$ cat src/rtl/idli_pkg.sv
// Shared types and constants for the idli core's SQI memory sequencer.
package idli_pkg;

  typedef logic [3:0] sqi_data_t;

  typedef enum logic [2:0] {
    ST_IDLE  = 3'd0,
    ST_CMD   = 3'd1,
    ST_ADDR  = 3'd2,
    ST_DUMMY = 3'd3,
    ST_DATA  = 3'd4,
    ST_DONE  = 3'd5
  } sqi_state_t;

  localparam logic [7:0] SQI_CMD_READ  = 8'h03;
  localparam logic [7:0] SQI_CMD_WRITE = 8'h02;

  localparam int SQI_CMD_NIBBLES  = 2;
  localparam int SQI_ADDR_NIBBLES = 6;
  localparam int SQI_DATA_NIBBLES = 2;

  // Nibble idx of a 24-bit byte address, counted from the MS nibble.
  function automatic sqi_data_t sqi_addr_nibble(input logic [23:0] baddr, input logic [2:0] idx);
    sqi_data_t nib;
    case (idx)
      3'd0:    nib = baddr[23:20];
      3'd1:    nib = baddr[19:16];
      3'd2:    nib = baddr[15:12];
      3'd3:    nib = baddr[11:8];
      3'd4:    nib = baddr[7:4];
      3'd5:    nib = baddr[3:0];
      default: nib = 4'h0;
    endcase
    return nib;
  endfunction

endpackage

$ cat src/rtl/idli_sqi_ctrl_m_rr_arb.sv
// Two-way round-robin arbiter; req[0] is fetch, req[1] is LSU.
module idli_sqi_rr_arb_m (
  input  logic       clk,
  input  logic       rst,
  input  logic [1:0] req,
  input  logic       accept,
  output logic [1:0] gnt
);

  logic last_lsu;

  // Lone requester wins; on a tie the side not granted last wins.
  always_comb begin
    gnt = 2'b00;
    if (accept) begin
      case (req)
        2'b01:   gnt = 2'b01;
        2'b10:   gnt = 2'b10;
        2'b11:   gnt = last_lsu ? 2'b01 : 2'b10;
        default: gnt = 2'b00;
      endcase
    end else begin
      gnt = 2'b00;
    end
  end

  // Pointer resets to LSU so fetch wins the first tie.
  always_ff @(posedge clk) begin
    if (rst) begin
      last_lsu <= 1'b1;
    end else if (gnt != 2'b00) begin
      last_lsu <= gnt[1];
    end else begin
      last_lsu <= last_lsu;
    end
  end

endmodule

$ cat src/rtl/idli_sqi_ctrl_m.sv
// SQI transaction sequencer for the hi/lo memory pair, shared by fetch and LSU.
module idli_sqi_ctrl_m #(
  parameter int DUMMY_CYCLES = 2
) (
  input  logic        i_sqi_gck,
  input  logic        i_sqi_rst,
  input  logic        i_sqi_fetch_req,
  input  logic [15:0] i_sqi_fetch_addr,
  output logic        o_sqi_fetch_gnt,
  output logic        o_sqi_fetch_rvalid,
  input  logic        i_sqi_lsu_req,
  input  logic        i_sqi_lsu_we,
  input  logic [15:0] i_sqi_lsu_addr,
  input  logic [15:0] i_sqi_lsu_wdata,
  output logic        o_sqi_lsu_gnt,
  output logic        o_sqi_lsu_rvalid,
  output logic        o_sqi_lsu_wdone,
  output logic [15:0] o_sqi_rdata,
  output logic [1:0]  o_sqi_sck,
  output logic [1:0]  o_sqi_cs,
  input  logic [7:0]  i_sqi_sio,
  output logic [7:0]  o_sqi_sio,
  output logic        o_sqi_sio_oe
);

  import idli_pkg::*;

  localparam logic [2:0] CMD_LAST   = 3'(SQI_CMD_NIBBLES - 1);
  localparam logic [2:0] ADDR_LAST  = 3'(SQI_ADDR_NIBBLES - 1);
  localparam logic [2:0] DUMMY_LAST = 3'(DUMMY_CYCLES - 1);
  localparam logic [2:0] DATA_LAST  = 3'(SQI_DATA_NIBBLES - 1);

  sqi_state_t  state;
  sqi_state_t  state_nxt;
  logic [2:0]  phase;
  logic [1:0]  gnt;
  logic        accept;
  logic        owner_lsu;
  logic        cur_we;
  logic [15:0] cur_addr;
  logic [15:0] cur_wdata;
  logic [15:0] rdata;
  logic [7:0]  cmd;
  sqi_data_t   nib;

  // No grant while reset is held, so nothing is handed out and then dropped.
  assign accept = ((state == ST_IDLE) || (state == ST_DONE)) && !i_sqi_rst;

  idli_sqi_rr_arb_m u_arb (
    .clk    (i_sqi_gck),
    .rst    (i_sqi_rst),
    .req    ({i_sqi_lsu_req, i_sqi_fetch_req}),
    .accept (accept),
    .gnt    (gnt)
  );

  assign o_sqi_fetch_gnt = gnt[0];
  assign o_sqi_lsu_gnt   = gnt[1];
  assign o_sqi_rdata     = rdata;
  assign cmd             = cur_we ? SQI_CMD_WRITE : SQI_CMD_READ;

  // State register; phase restarts on every state change.
  always_ff @(posedge i_sqi_gck) begin
    if (i_sqi_rst) begin
      state <= ST_IDLE;
      phase <= 3'd0;
    end else begin
      state <= state_nxt;
      if (state_nxt != state) begin
        phase <= 3'd0;
      end else begin
        phase <= phase + 3'd1;
      end
    end
  end

  // Next-state logic.
  always_comb begin
    state_nxt = state;
    case (state)
      ST_IDLE:  state_nxt = (gnt != 2'b00) ? ST_CMD : ST_IDLE;
      ST_CMD:   state_nxt = (phase == CMD_LAST) ? ST_ADDR : ST_CMD;
      ST_ADDR: begin
        if (phase == ADDR_LAST) begin
          state_nxt = cur_we ? ST_DATA : ST_DUMMY;
        end else begin
          state_nxt = ST_ADDR;
        end
      end
      ST_DUMMY: state_nxt = (phase == DUMMY_LAST) ? ST_DATA : ST_DUMMY;
      ST_DATA:  state_nxt = (phase == DATA_LAST) ? ST_DONE : ST_DATA;
      ST_DONE:  state_nxt = (gnt != 2'b00) ? ST_CMD : ST_IDLE;
      default:  state_nxt = ST_IDLE;
    endcase
  end

  // Capture the granted request on the grant edge.
  always_ff @(posedge i_sqi_gck) begin
    if (i_sqi_rst) begin
      owner_lsu <= 1'b0;
      cur_we    <= 1'b0;
      cur_addr  <= 16'h0000;
      cur_wdata <= 16'h0000;
    end else if (gnt != 2'b00) begin
      owner_lsu <= gnt[1];
      cur_we    <= gnt[1] & i_sqi_lsu_we;
      cur_addr  <= gnt[1] ? i_sqi_lsu_addr : i_sqi_fetch_addr;
      cur_wdata <= i_sqi_lsu_wdata;
    end else begin
      owner_lsu <= owner_lsu;
      cur_we    <= cur_we;
      cur_addr  <= cur_addr;
      cur_wdata <= cur_wdata;
    end
  end

  // Read data: hi device supplies byte 15:8, lo device byte 7:0, MS nibble first.
  always_ff @(posedge i_sqi_gck) begin
    if (i_sqi_rst) begin
      rdata <= 16'h0000;
    end else if ((state == ST_DATA) && !cur_we) begin
      if (phase[0] == 1'b0) begin
        rdata[15:12] <= i_sqi_sio[7:4];
        rdata[7:4]   <= i_sqi_sio[3:0];
      end else begin
        rdata[11:8]  <= i_sqi_sio[7:4];
        rdata[3:0]   <= i_sqi_sio[3:0];
      end
    end else begin
      rdata <= rdata;
    end
  end

  // Pin and handshake decode from the registered state.
  always_comb begin
    o_sqi_cs           = 2'b11;
    o_sqi_sck          = 2'b00;
    o_sqi_sio          = 8'h00;
    o_sqi_sio_oe       = 1'b0;
    o_sqi_fetch_rvalid = 1'b0;
    o_sqi_lsu_rvalid   = 1'b0;
    o_sqi_lsu_wdone    = 1'b0;
    nib                = 4'h0;
    case (state)
      ST_CMD: begin
        o_sqi_cs     = 2'b00;
        o_sqi_sck    = 2'b11;
        o_sqi_sio_oe = 1'b1;
        nib          = phase[0] ? cmd[3:0] : cmd[7:4];
        o_sqi_sio    = {nib, nib};
      end
      ST_ADDR: begin
        o_sqi_cs     = 2'b00;
        o_sqi_sck    = 2'b11;
        o_sqi_sio_oe = 1'b1;
        nib          = sqi_addr_nibble({8'h00, cur_addr}, phase);
        o_sqi_sio    = {nib, nib};
      end
      ST_DUMMY: begin
        o_sqi_cs  = 2'b00;
        o_sqi_sck = 2'b11;
      end
      ST_DATA: begin
        o_sqi_cs  = 2'b00;
        o_sqi_sck = 2'b11;
        if (cur_we) begin
          o_sqi_sio_oe = 1'b1;
          o_sqi_sio    = phase[0] ? {cur_wdata[11:8], cur_wdata[3:0]}
                                  : {cur_wdata[15:12], cur_wdata[7:4]};
        end else begin
          o_sqi_sio_oe = 1'b0;
        end
      end
      ST_DONE: begin
        o_sqi_fetch_rvalid = !owner_lsu;
        o_sqi_lsu_rvalid   = owner_lsu & !cur_we;
        o_sqi_lsu_wdone    = owner_lsu & cur_we;
      end
      default: begin
        o_sqi_cs = 2'b11;
      end
    endcase
  end

endmodule

$ cat config.mk
export PLATFORM = sky130hd
export DESIGN_NAME = idli_sqi_ctrl_m
export DESIGN_NICKNAME = d
export VERILOG_FILES = /design/src/rtl/idli_pkg.sv /design/src/rtl/idli_sqi_ctrl_m_rr_arb.sv /design/src/rtl/idli_sqi_ctrl_m.sv
export SDC_FILE = /design/constraint.sdc
export NUM_CORES = 1
export LEC_CHECK = 0
export CORE_MARGIN = 2
export CORE_UTILIZATION = 45
export DETAILED_ROUTE_END_ITERATION = 8
export MAX_ROUTING_LAYER = met4
export PLACE_DENSITY = 0.8
export SETUP_SLACK_MARGIN = 0.02
export SYNTH_ARGS = -nofsm -noshare
export SYNTH_HDL_FRONTEND = slang
export SYNTH_SLANG_ARGS = --single-unit
$ cat constraint.sdc
create_clock -name i_sqi_gck -period 8 [get_ports i_sqi_gck]
set_clock_uncertainty 0.05 [all_clocks]
set_input_delay 2.4 -clock i_sqi_gck [delete_from_list [all_inputs] [get_ports i_sqi_gck]]
set_output_delay 2.4 -clock i_sqi_gck [all_outputs]
set_load 0.005 [all_outputs]
==> results_dict.tcl, run 1 <==
set metrics [dict create \
    cts_hold_buf 0 \
    grt_first_pass_wirelength_um 11500 \
    area_growth_pct 40.5 \
    gr-total-overflow 0 \
    initial_core_util_pct 46.6 \
    num_vias 2702 \
    setup_viol 0 \
    ff2ff_path_depth 5 \
    synth_nets 400 \
    clk_pin_slew_worst_paths_ps 60 \
    crit_top_cell "clkdlybuf4s50_1" \
    clock_latency_ps 340 \
    cp_slowest_cell "clkdlybuf4s50_1" \
    async_flop_share_pct 0 \
    drv_slew 0 \
    synth-seq-cells 57 \
    io_pins 95 \
    dp_slack_ps 1490 \
    reg2reg_to "phase[0]$_SDFF_PP0_" \
    grt.total_usage_pct 23.0 \
    antenna_cells 0 \
    path_cells "clkdlybuf4s50_1, nand2_1, nor2_1, clkdlybuf4s50_1" \
    numClockSinks 57 \
    cp_data_required_time_ps 5550 \
    die_x_um 82.3 \
    crit_type "in -> out" \
    rows 28 \
    ys_warn_count 0 \
    start_kind "primary input" \
    rsz0062_at_grt "false" \
    post-synth-top-count-cell "nand2_1" \
    synth_top_cell_area_share_pct 41.4 \
    netlist_instances 334 \
    numCtsBuffers 9 \
    path_buf_inv 2 \
    antenna_found_initial 0 \
    maxCapViolCount 0 \
    place_congestion 0.890 \
    critical-path-top-delay-family "buffers and inverters" \
    dpl.hpwl_um 5180 \
    die_y_um 82.3 \
    synth_common_cells "nand2_1, dfxtp_1, a21oi_1" \
    cts_setup_buffers 0 \
    slowest_delay_ps 530 \
    post_cts_resized 0 \
    worstPathMaxFanout 19 \
    drt_wl_total_um 7300 \
    final.period_utilization_pct 81.5 \
    syn-cell-area_um2 2760 \
    yosysTopAreaCell "dfxtp_1" \
    end_kind "output pin" \
    ir_drop_v 0.0000934 \
    status "finished clean" \
    tritoncts "built" \
    cts.path.max_buffers 2 \
    r2r_start "phase[0]$_SDFF_PP0_" \
    hold_viol 0 \
    yosysUniqueCellTypes 43 \
    hold_path_class "reg -> reg" \
    worstPathArrival_ps 4070 \
    synth_edf_count 0 \
    core_area_um2 5920 \
    tightest_slew_ps 825 \
    wire_per_inst_um 14.7 \
    ant_nets 0 \
    drive_above_1_share_pct 9.93 \
    yosysSeqAreaShare_pct 41.4 \
    firstDrtPassIters 4 \
    drc 0 \
    die_area_um2 6770 \
    timing.fmax_ghz 0.153 \
    hp-start "cur_wdata[13]$_SDFFE_PP0P_" \
    syn-mean-instance-area_um2 8.25 \
    grt_pass1_vias 2503 \
    relSlewSlack_pct 44.6 \
    finalNetCount 485 \
    grt_max_degree 55 \
    p_leak_nw 1.33 \
    worstHoldPathCells 2 \
    drtIter0Drc 263 \
    vias_per_cell 5.43 \
    setup_slack_ps 1480 \
    power_density_nw_per_um2 172 \
    final.setup.tns_ps 0 \
    min_period_ps 6520 \
    io_buffer_count 94 \
    reg2reg_slack_ps 5660 \
    min_to "cur_wdata[13]$_SDFFE_PP0P_" \
    ys.flop_type "dfxtp_1" \
    clockRootBuffer "clkbuf_8" \
    synth_area_leaders "dfxtp_1, nand2_1, a21oi_1" \
    h-tree-depth 3 \
]
-- where the power goes --
part | total (W) | switching (W) | internal [W]
clock | 0.000233 | 0.000116 | 0.000118
combinational | 0.000118 | 0.0000549 | 0.0000630
sequential | 0.000315 | 0.0000153 | 0.000300
total | 0.000666 | 0.000186 | 0.000480
-- worst max path at each step --
stage	to	from	cells after the start	slack [ps]
after floorplan	o_sqi_fetch_gnt	i_sqi_rst	4	2500
after global placement	o_sqi_lsu_gnt	i_sqi_fetch_req	5	1520
after detailed placement	o_sqi_lsu_gnt	i_sqi_lsu_req	4	1490
after CTS	o_sqi_lsu_gnt	i_sqi_lsu_req	4	1470
after global routing	o_sqi_lsu_gnt	i_sqi_lsu_req	4	1350
final	o_sqi_lsu_gnt	i_sqi_lsu_req	4	1480
-- worst reg2reg max path: cells and delay by family (launching register included) --
family	cells	cell delay [ps]
adder cells (fa/ha/maj)	1	550
AND/OR/NAND/NOR	2	390
AO/OA/AOI/OAI	2	400
flip-flops	1	820
-- logic make-up (layout without fill, tap and decap cells) --
family / after synthesis / count (layout) / synth area share [%]
compound gates: 97 / 97 / 25.1
xor+xnor: 2 / 2 / 0.636
fa+ha+maj: 5 / 5 / 2.27
buf+inv: 36 / 125 / 5.76
flops: 57 / 57 / 41.4
mux: 9 / 9 / 3.27
simple gates: 128 / 128 / 21.6
-- stage by stage --
| stage | util [%] | area, um^2 | instances | hold slack [ps] | power [W] |
|---|---|---|---|---|---|
| floorplan | - | 2760 | 334 | 386 | 0.000387 |
| global placement | 62.5 | 3700 | 483 | 392 | 0.000436 |
| detailed placement | 62.5 | 3700 | 483 | 398 | 0.000439 |
| CTS | 65.4 | 3870 | 498 | 408 | 0.000669 |
| global route | 65.4 | 3870 | 498 | 422 | 0.000696 |
| finish | 65.4 | 3870 | 498 | 405 | 0.000666 |
-- cells in the final DEF, fill, tap and decap left out, types with 2 or more instances in the layout --
cell type | synthesis | layout
a21oi_1 | 37 | 37
clkdlybuf4s50_1 | 0 | 93
o221ai_1 | 4 | 4
nor2b_1 | 3 | 3
o211ai_1 | 2 | 2
nand3_1 | 4 | 4
a211oi_2 | 13 | 13
or2_2 | 4 | 4
nor4_2 | 2 | 2
mux2i_1 | 9 | 9
clkinv_2 | 0 | 2
a22o_1 | 4 | 4
buf_4 | 4 | 4
nand2_1 | 69 | 69
inv_1 | 12 | 12
o22ai_1 | 16 | 16
o21ai_0 | 6 | 6
clkinvlp_4 | 0 | 3
ha_1 | 5 | 5
a222oi_1 | 4 | 4
nand4_1 | 3 | 3
nand2b_1 | 3 | 3
nor4_1 | 2 | 2
clkbuf_8 | 0 | 10
nor2_1 | 28 | 28
dfxtp_1 | 57 | 57
nor3_1 | 2 | 2
a211oi_1 | 5 | 5
-- final cells by class --
| class | instances | area [um^2] |
|---|---|---|
| Fill cell | 483 | 2050 |
| Multi-Input combinational cell | 241 | 1460 |
| Sequential cell | 57 | 1140 |
| Timing Repair Buffer | 98 | 966 |
| Clock buffer | 10 | 138 |
| Tap cell | 75 | 93.8 |
| Inverter | 12 | 45.0 |
| Clock inverter | 5 | 32.5 |
-- state kept, by name, indices dropped and copies added, names as in the netlist --
register	count
cur_addr	16
cur_wdata	16
cur_we	1
o_sqi_rdata	16
owner_lsu	1
phase	3
state	3
u_arb.last_lsu	1
-- routing by layer --
metal / global-route usage (%) / vias to the layer above / share of wire, %
met3: 5.87 / 15 / 5.9
met1: 28.3 / 1237 / 45
met4: 9.33 / 0 / 1.8
met5: - / - / 0
met2: 36.0 / 90 / 48
li1: - / 1360 / -
Power figures use the tool's default switching activity.
==> run 2, diff against run 1 <==
clock period = 6.4 ns   (was 8 ns; I/O delays follow)
==> run 2 against run 1 <==
  * Register-to-register slack worse by 1600 ps
  * Routed wire length down 0.33%
  * Largest power group unchanged
  * First-iteration DRC count up 17%
  * Highest routed layer unchanged
  * Sequential share of layout area down 0.13 points
  * Core utilization up 0.30 points
  * Non-clock buffer count unchanged
  * Sequential power up 25%
  * Via count up 0.81%
  * Combinational power up 25%
==> results_dict.tcl, run 2 (synthesis gave the netlist of run 1 again) <==
set metrics [dict create \
    setup_viol 0 \
    area_growth_pct 41.1 \
    wire_per_inst_um 14.6 \
    drc 0 \
    multi_input_comb_area_um2 1460 \
    p_int_w 0.000633 \
    numClockSinks 57 \
    cts_hold_buf 0 \
    cts.path.max_buffers 2 \
    tightest_slew_ps 825 \
    worstPathMaxFanout 19 \
    drive_above_1_share_pct 9.67 \
    grt.total_usage_pct 23.7 \
    hold_path_class "reg -> reg" \
    gr-total-overflow 0 \
    clock_latency_ps 340 \
    dpl.hpwl_um 5230 \
    die_x_um 82.3 \
    rows 28 \
    ant_nets 0 \
    io_pins 95 \
    final_common_cell "clkdlybuf4s50_1" \
    maxCapViolCount 0 \
    switching_share_pct 26.6 \
    cp_slowest_cell "clkdlybuf4s50_1" \
    seq_area_um2 1140 \
    die_area_um2 6770 \
    final.setup.tns_ps 0 \
    power_frac_seq_pct 45.7 \
    die_y_um 82.3 \
    post_cts_resized 0 \
    status "finished clean" \
    drt_wl_total_um 7270 \
    power_density_nw_per_um2 222 \
    ir_drop_v 0.000174 \
    grt.busiest_layer "met2" \
    grt_pass1_vias 2580 \
    grt_use_met1_pct 27.8 \
    hold_viol 0 \
    worstPathArrival_ps 3620 \
    p_switching_w 0.000229 \
    drv_slew 0 \
    finalNetCount 485 \
    min_period_ps 5590 \
    antenna_cells 0 \
    path_cells "clkdlybuf4s50_1, nand2_1, nand2_1, nor2_1, clkdlybuf4s50_1" \
    pwr-share-comb_pct 17.2 \
    start_kind "primary input" \
    post-route-util_pct 65.7 \
    p_leak_nw 1.35 \
    antenna_found_initial 0 \
    gr-usage-met3_pct 7.83 \
    vias_per_cell 5.46 \
    grt_first_pass_wirelength_um 11800 \
    initial_core_util_pct 46.6 \
    cts_setup_buffers 0 \
    rsz0062_at_grt "false" \
    timing.fmax_ghz 0.179 \
    fill_cells 503 \
    core_area_um2 5920 \
    relSlewSlack_pct 45.0 \
    end_kind "output pin" \
    tritoncts "built" \
    numCtsBuffers 9 \
    firstDrtPassIters 4 \
    grt_max_degree 55 \
    h-tree-depth 3 \
    io_buffer_count 94 \
    num_vias 2724 \
    final_cell_mix "clkdlybuf4s50_1, nand2_1, dfxtp_1" \
    drtIter0Drc 307 \
    met2_usage_pct 38.1 \
    clk_pin_slew_worst_paths_ps 60 \
    crit_type "in -> out" \
    place_congestion 0.878 \
    final.period_utilization_pct 87.3 \
    pwr-share-clk_pct 37.1 \
    clockRootBuffer "clkbuf_8" \
    slowest_delay_ps 540 \
    cp_data_required_time_ps 4430 \
]
run 2: through the flow:
stage / area [um^2] / hold slack (ps) / setup slack, ps / power (W) / instances
finish: 3890 / 403 / 813 / 0.000862 / 499
global route: 3890 / 421 / 688 / 0.000902 / 499
CTS: 3890 / 405 / 814 / 0.000869 / 499
detailed placement: 3700 / 396 / 815 / 0.000549 / 483
global placement: 3700 / 392 / 885 / 0.000545 / 483
floorplan: 2760 / 386 / 1860 / 0.000484 / 334
run 2: path summary, 6_finish.rpt:
kind / to / start / depth (start not counted) / slack (ps)
setup / recovery: o_sqi_lsu_gnt / i_sqi_fetch_req / 5 / 810
hold / removal: o_sqi_rdata[8]$_SDFFE_PP0P_ / o_sqi_rdata[8]$_SDFFE_PP0P_ / 2 / 400
setup reg to reg: phase[0]$_SDFF_PP0_ / phase[0]$_SDFF_PP0_ / 5 / 4080
hold reg to reg: o_sqi_rdata[8]$_SDFFE_PP0P_ / o_sqi_rdata[8]$_SDFFE_PP0P_ / 2 / 400
run 2: final cells by class:
| class | count | area share, % |
|---|---|---|
| timing repair buffer | 98 | 24.8 |
| inverter | 12 | 1.16 |
| sequential | 57 | 29.3 |
| clock inverter | 5 | 1.45 |
| clock buffer | 11 | 3.38 |
| multi-input combinational | 241 | 37.4 |
| tap | 75 | 2.41 |
run 2: critical path, delay by kind of cell:
family / cells / cell delay (ps)
AND/OR/NAND/NOR: 3 / 700
buffers and inverters: 2 / 1000
run 2: power groups by stage:
stage          Sequential, W  Clock, W  Combinational, W
2_1_floorplan       0.000391         0         0.0000926
3_3_place_gp        0.000401         0          0.000145
3_5_place_dp        0.000401         0          0.000148
4_1_cts             0.000393  0.000326          0.000149
5_1_grt             0.000397  0.000343          0.000162
6_report            0.000394  0.000320          0.000148
run 2: metal layers:
layer	wire length (um)	share of wire (%)	up-vias
met5	0	0	-
met4	119	1.6	0
met3	557	7.7	11
met2	3570	49	92
met1	3020	42	1264
li1	-	-	1357
